--- src/rtl/wb_stage_pkg.sv ---
// Shared types and constants for the writeback stage and its load-alignment helper.
package wb_stage_pkg;

  typedef enum logic [1:0] {
    RESULT_ALU = 2'd0,
    RESULT_MEM = 2'd1,
    RESULT_PC  = 2'd2,
    RESULT_IMM = 2'd3
  } result_mux_t;

  typedef enum logic {
    IDLE     = 1'b0,
    WAIT_MEM = 1'b1
  } wb_state_t;

  localparam logic [2:0] F3_LB  = 3'b000;
  localparam logic [2:0] F3_LH  = 3'b001;
  localparam logic [2:0] F3_LW  = 3'b010;
  localparam logic [2:0] F3_LBU = 3'b100;
  localparam logic [2:0] F3_LHU = 3'b101;

  // Halfword loads need an even address; everything else except byte loads
  // is handled as a word access and needs word alignment.
  function automatic logic is_misaligned(input logic [2:0] funct3, input logic [1:0] offset);
    if (funct3 == F3_LH || funct3 == F3_LHU) return offset[0];
    if (funct3 == F3_LB || funct3 == F3_LBU) return 1'b0;
    return offset != 2'b00;
  endfunction

endpackage

--- src/rtl/wb_stage_load_align.sv ---
// Combinational load extraction: picks the byte/half/word at the given offset
// from a raw aligned memory word and sign- or zero-extends it.
module load_align
  import wb_stage_pkg::*;
#(
  parameter int XLEN = 32
) (
  input  logic [XLEN-1:0] i_word,
  input  logic [1:0]      i_offset,
  input  logic [2:0]      i_funct3,
  output logic [XLEN-1:0] o_data
);

  logic [7:0]  w_byte;
  logic [15:0] w_half;

  // NOTE: every signal assigned in always_comb gets a default first so no latch is inferred.
  always_comb begin
    w_byte = i_word[7:0];
    case (i_offset)
      2'd1:    w_byte = i_word[15:8];
      2'd2:    w_byte = i_word[23:16];
      2'd3:    w_byte = i_word[31:24];
      default: w_byte = i_word[7:0];
    endcase
    w_half = i_offset[1] ? i_word[31:16] : i_word[15:0];
  end

  always_comb begin
    o_data = i_word;
    case (i_funct3)
      F3_LB:   o_data = {{(XLEN-8){w_byte[7]}}, w_byte};
      F3_LBU:  o_data = {{(XLEN-8){1'b0}}, w_byte};
      F3_LH:   o_data = {{(XLEN-16){w_half[15]}}, w_half};
      F3_LHU:  o_data = {{(XLEN-16){1'b0}}, w_half};
      default: o_data = i_word;
    endcase
  end

endmodule

--- src/rtl/wb_stage.sv ---
// Registered writeback stage: accepts one retiring instruction per cycle,
// waits for load data when needed, and drives the register-file write port.
module wb_stage
  import wb_stage_pkg::*;
#(
  parameter int XLEN       = 32,
  parameter int REG_ADDR_W = 5
) (
  input  logic                  clk,
  input  logic                  reset,
  input  logic                  in_valid,
  output logic                  in_ready,
  input  result_mux_t           in_result_sel,
  input  logic [XLEN-1:0]       in_alu_result,
  input  logic [XLEN-1:0]       in_pc4,
  input  logic [XLEN-1:0]       in_imm,
  input  logic [REG_ADDR_W-1:0] in_rd,
  input  logic                  in_reg_write,
  input  logic [2:0]            in_funct3,
  input  logic                  flush,
  input  logic                  mem_rsp_valid,
  input  logic [XLEN-1:0]       mem_rsp_data,
  output logic                  rf_we,
  output logic [REG_ADDR_W-1:0] rf_waddr,
  output logic [XLEN-1:0]       rf_wdata,
  output logic                  misalign_err,
  output logic                  busy
);

  wb_state_t             r_state;
  logic [REG_ADDR_W-1:0] r_rd;
  logic                  r_reg_write;
  logic [2:0]            r_funct3;
  logic [1:0]            r_offset;
  logic                  r_rf_we;
  logic [REG_ADDR_W-1:0] r_rf_waddr;
  logic [XLEN-1:0]       r_rf_wdata;
  logic                  r_misalign_err;

  logic                  w_accept;
  logic [XLEN-1:0]       w_sel_result;
  logic [XLEN-1:0]       w_load_data;

  assign in_ready = (r_state == IDLE);
  assign busy     = (r_state == WAIT_MEM);
  assign w_accept = in_valid & in_ready & ~flush;

  always_comb begin
    w_sel_result = in_alu_result;
    case (in_result_sel)
      RESULT_PC:  w_sel_result = in_pc4;
      RESULT_IMM: w_sel_result = in_imm;
      default:    w_sel_result = in_alu_result;
    endcase
  end

  load_align #(.XLEN(XLEN)) u_load_align (
    .i_word   (mem_rsp_data),
    .i_offset (r_offset),
    .i_funct3 (r_funct3),
    .o_data   (w_load_data)
  );

  // NOTE: sequential state uses non-blocking assignments so every register samples pre-edge values.
  always_ff @(posedge clk) begin
    if (reset) begin
      r_state        <= IDLE;
      r_rf_we        <= 1'b0;
      r_rf_waddr     <= '0;
      r_rf_wdata     <= '0;
      r_misalign_err <= 1'b0;
      r_rd           <= '0;
      r_reg_write    <= 1'b0;
      r_funct3       <= F3_LW;
      r_offset       <= 2'b00;
    end else begin
      r_rf_we        <= 1'b0;
      r_misalign_err <= 1'b0;
      case (r_state)
        IDLE: begin
          if (w_accept && in_result_sel != RESULT_MEM) begin
            r_rf_we    <= in_reg_write && (in_rd != '0);
            r_rf_waddr <= in_rd;
            r_rf_wdata <= w_sel_result;
          end else if (w_accept) begin
            r_rd        <= in_rd;
            r_reg_write <= in_reg_write;
            r_funct3    <= in_funct3;
            r_offset    <= in_alu_result[1:0];
            if (is_misaligned(in_funct3, in_alu_result[1:0])) r_misalign_err <= 1'b1;
            else                                              r_state        <= WAIT_MEM;
          end
        end
        WAIT_MEM: begin
          // Flush is deliberately ignored here: an outstanding load always commits.
          if (mem_rsp_valid) begin
            r_rf_we    <= r_reg_write && (r_rd != '0);
            r_rf_waddr <= r_rd;
            r_rf_wdata <= w_load_data;
            r_state    <= IDLE;
          end
        end
        default: r_state <= IDLE;
      endcase
    end
  end

  assign rf_we        = r_rf_we;
  assign rf_waddr     = r_rf_waddr;
  assign rf_wdata     = r_rf_wdata;
  assign misalign_err = r_misalign_err;

endmodule

--- config.mk ---
export PLATFORM = sky130hd
export DESIGN_NAME = wb_stage
export DESIGN_NICKNAME = d
export VERILOG_FILES = /design/src/rtl/wb_stage_pkg.sv /design/src/rtl/wb_stage_load_align.sv /design/src/rtl/wb_stage.sv
export SDC_FILE = /design/constraint.sdc
export NUM_CORES = 1
export LEC_CHECK = 0
export CAP_MARGIN = 20
export CORE_MARGIN = 2
export CORE_UTILIZATION = 46
export CTS_CLUSTER_SIZE = 16
export DETAILED_ROUTE_END_ITERATION = 7
export MAX_ROUTING_LAYER = met4
export PLACE_DENSITY = 0.95
export SETUP_SLACK_MARGIN = 0.15
export SYNTH_ARGS = -nofsm -noshare
export SYNTH_HDL_FRONTEND = slang
export SYNTH_HIERARCHICAL = 1
export SYNTH_SLANG_ARGS = --single-unit
--- constraint.sdc ---
create_clock -name clk -period 6.09 [get_ports clk]
set_input_delay 0.9135 -clock clk [delete_from_list [all_inputs] [get_ports clk]]
set_output_delay 0.9135 -clock clk [all_outputs]
set_load 0.02 [all_outputs]
==> metrics.md <==
| Metric | Value |
|---|---|
| Status | finished, final reports clean |
| Yosys warning total | 6 |
| Final critical-path required period | around 3.8 ns |
| CP max stage delay | 1.03 ns |
| R2R Setup Slk | 3.43 ns |
| TritonCTS buffer count | 5 |
| Largest net degree at the start of global routing | 106 |
| Initial DRC Count | 408 |
| Xor/xnor share of the synthesized area | 0% |
| Leakage | 1.99 nW |
| Post-synthesis mux area share | 9.77% |
| CORE AREA | 8590 sq um |
| Gr usage total | 30.3% |
| Worst setup EP type | flip-flop |
| Setup_tns | 0 ns |
| Final setup fails | 0 |
| HP Class | flip-flop to flip-flop |
| RSZ-0062 raised after global routing | no |
| Worst-path maximum fanout | 20 |
| FF+latch count, synth | 51 |
| Die H | 97.5 um |
| Synth cell count leaders | 51 x dfxtp_1, 47 x a21oi_1, 37 x nand2_1, 34 x a221oi_1, 32 x nor3b_1 |
| Post-CTS Setup Inserts | 0 |
| VDD IR-drop max | 92.5 uV |
| Ports | 185 |
| Fill count | 680 |
| Largest cells by area after synthesis | dfxtp_1 25%, a221oi_2 11%, mux2_2 7.8%, a221oi_1 7.4%, nor3b_1 6.0% |
| Worst hold stages | 2 |
| H-tree Lvls | 2 |
| CTS root buffer | clkbuf_8 |
| Via-per-instance ratio | approximately 6.4 |
| Flop pwr share | 40.8% |
| CP startpoint kind | primary input |
| Worst Hold Launch | r_reg_write |
| Final clock period utilization by the worst path | 62.4% |
| DR pass1 iterations | 7 |
| Synth Area in Compound Gates | 38.1% |
| Worst Skew | 0.00712 ns |
| Hold EP | r_reg_write |
| Dominant cell by count in the synthesized netlist | dfxtp_1 |
| Final WL | 14600 um |
| Synth Net Count | 594 |
| FF+latch area | 1020 sq um |
| Slew margin rel. | a little under a third |
| Final Hold Violating Endpoints | 0 |
| Number of global-route vias before repair | 4454 |
| Fraction of registers with async set/reset | 0% |
| Clock transition at the registers of the reported paths | 0.10 ns |
| Cell Area, Synth | 4020 sq um |
| Power Density | 157 nW/um^2 |
| Area share of the largest cell type after synthesis | between 20% and 30% |
| Die ar. | 9510 sq um |
| Sw Ratio | 31.9% |
| Max Cap Viol | 0 |
| Non-filler instance count after layout | roughly 700 |
| Mean Syn Cell Area | 8.94 sq um |
| Largest family of logic cells by synthesized area | compound AO/OA/AOI/OAI gates |
| Vias | 4462 |
| Share of total power in the clock network | 22.7% |
| DRT antenna net count | 0 |
| Num rows | 34 |
| Slack of the critical path | 2.29 ns |
| IO buf count | 184 |
| Dpl hpwl | about 10000 um |
| Combinational power share | 36.5% |
| DIE WIDTH | 97.5 um |
| Drt wl/cell | 21.0 um |
| Crit path cell chain | clkdlybuf4s50_1 > buf_4 > nand2b_1 > nand3_2 > buf_12 > a221oi_2 |
| Power Internal | 0.616 mW |
| Clock Path Buffers | 2 |
| Initial Utilization | 46.8% |
| TritonCTS clock tree | built |
| Adder-Cell Fraction of Synth Area | 0% |
| Cell accounting for the most synthesized area | dfxtp_1 |
| Post-synthesis simple-gate area fraction | 17.3% |
| Crit-path slowest cell | clkdlybuf4s50_1 |
| Num Clock Sinks | 51 |
| ANT cells | 0 |
| Gate Count Post-Synth | 450 |
| Reg-to-reg endpoint | rf_wdata[12] |
| Worst skew pair latency | 0.31 ns |
| Most common flop cell mapped by yosys | dfxtp_1 |
| Distinct cells, synth | 48 |
| Share of cells above drive strength 1 | 14.2% |
| Resize count post-CTS | 0 |
| Final Max Slew Viols | 0 |
| Initial antenna violation count | 0 |
| Number of synthesized flops with an enable pin | 0 |
| Dpl ws | roughly 1.5 ns |
| Net switching power | between 0.2 and 0.3 mW |
| R2r worst-path depth | 5 |
| Count of hold-fix buffers inserted at cts | 0 |
| Final Util | 67.3% |
| First-pass GRT wire length | 23000 um |
| Layout area overhead | 43.7% |
| Placed Cells | 689 |
| Placer Congestion | 0.958 |
| R2R Path Start | r_offset[1] |
| Final net count | 733 |
| Worst Tran Pin Value | 1.04 ns |
| Worst EP arrival | 4.03 ns |
| Max Clk Rate | 263 MHz |
| Global route overflow | 0 |
| Worst endpoint required time | 6.32 ns |
| Multi-input logic area | 2620 sq um |
| Register area share after synthesis | ~25% |
| DR DRC count | 0 |
| Kind of critical path | primary input to flip-flop |
==> flip-flops by register name (all words and copies together), names as in the netlist <==
name          count
r_rd              5
rf_wdata         32
rf_we             1
busy              1
misalign_err      1
rf_waddr          5
r_offset          2
r_funct3          3
r_reg_write       1
==> through the flow <==
stage	hold WS, ns	power, mW	instance area, sq um
finish	0.508	0.905	5780
global route	0.519	0.941	5780
CTS	0.504	0.901	5760
detailed placement	0.486	0.700	5670
global placement	0.463	0.690	5650
floorplan	0.433	0.544	4020
==> routing by layer <==
metal / up-vias / part of all wire (%) / GRT usage (%)
li1: 2041 / - / -
met1: 2112 / 41 / 38.6
met2: 270 / 47 / 48.3
met3: 39 / 8.9 / 6.26
met4: 0 / 3.0 / 9.29
met5: - / 0 / -
==> final cells by class <==
class                   instances  area share [%]
repair buffers                190            32.8
flip-flops and latches         51            17.7
well taps                     108            2.34
clock inverters                 2           0.281
multi-input cells             338            45.4
clock buffers                   6            1.26
inverters                       3           0.195
==> power by group through the flow <==
stage / Combinational [mW] / Clock [mW] / Sequential, mW
after floorplan: 0.153 / 0 / 0.391
after global placement: 0.315 / 0 / 0.375
after detailed placement: 0.324 / 0 / 0.376
after CTS: 0.326 / 0.207 / 0.369
after global routing: 0.350 / 0.220 / 0.371
final: 0.330 / 0.205 / 0.369
==> critical path: cells and delay by family <==
family                 cells  cell delay, ns
AOI/OAI and AO/OA          1            0.25
buffers and inverters      3            1.76
and+or+nand+nor            2            1.10
==> worst max-delay path by stage <==
| stage | start | end | slack, ns | depth (start not counted) |
|---|---|---|---|---|
| after detailed placement | in_result_sel[1] | rf_wdata[2] | 1.52 | 5 |
| final | in_result_sel[1] | rf_wdata[15] | 2.29 | 6 |
| after global routing | in_result_sel[1] | rf_wdata[14] | 2.09 | 6 |
| after floorplan | mem_rsp_data[31] | rf_wdata[10] | 3.57 | 6 |
| after global placement | in_result_sel[1] | rf_wdata[2] | 1.78 | 5 |
| after CTS | in_result_sel[1] | rf_wdata[2] | 1.87 | 5 |
==> kinds of logic after synthesis <==
group	Yosys count
AO/OA/AOI/OAI	185
buffers and inverters	61
flip-flops	51
multiplexers	34
AND/OR/NAND/NOR	119
==> cells in the final DEF, fill, tap and decap left out, types with 8 or more instances in the layout <==
master / Yosys / routed
dfxtp_1: 51 / 50
a221o_1: 8 / 8
a221oi_1: 34 / 34
o21ai_1: 16 / 16
nand2_1: 37 / 37
nor3b_1: 32 / 32
clkdlybuf4s50_1: 0 / 181
a21o_1: 17 / 17
nand2b_1: 10 / 10
mux2_2: 28 / 28
o21ai_0: 8 / 8
nand3_1: 15 / 15
a221oi_2: 30 / 30
nor2b_1: 9 / 8
a21oi_1: 47 / 47
Power figures use the tool's default switching activity.
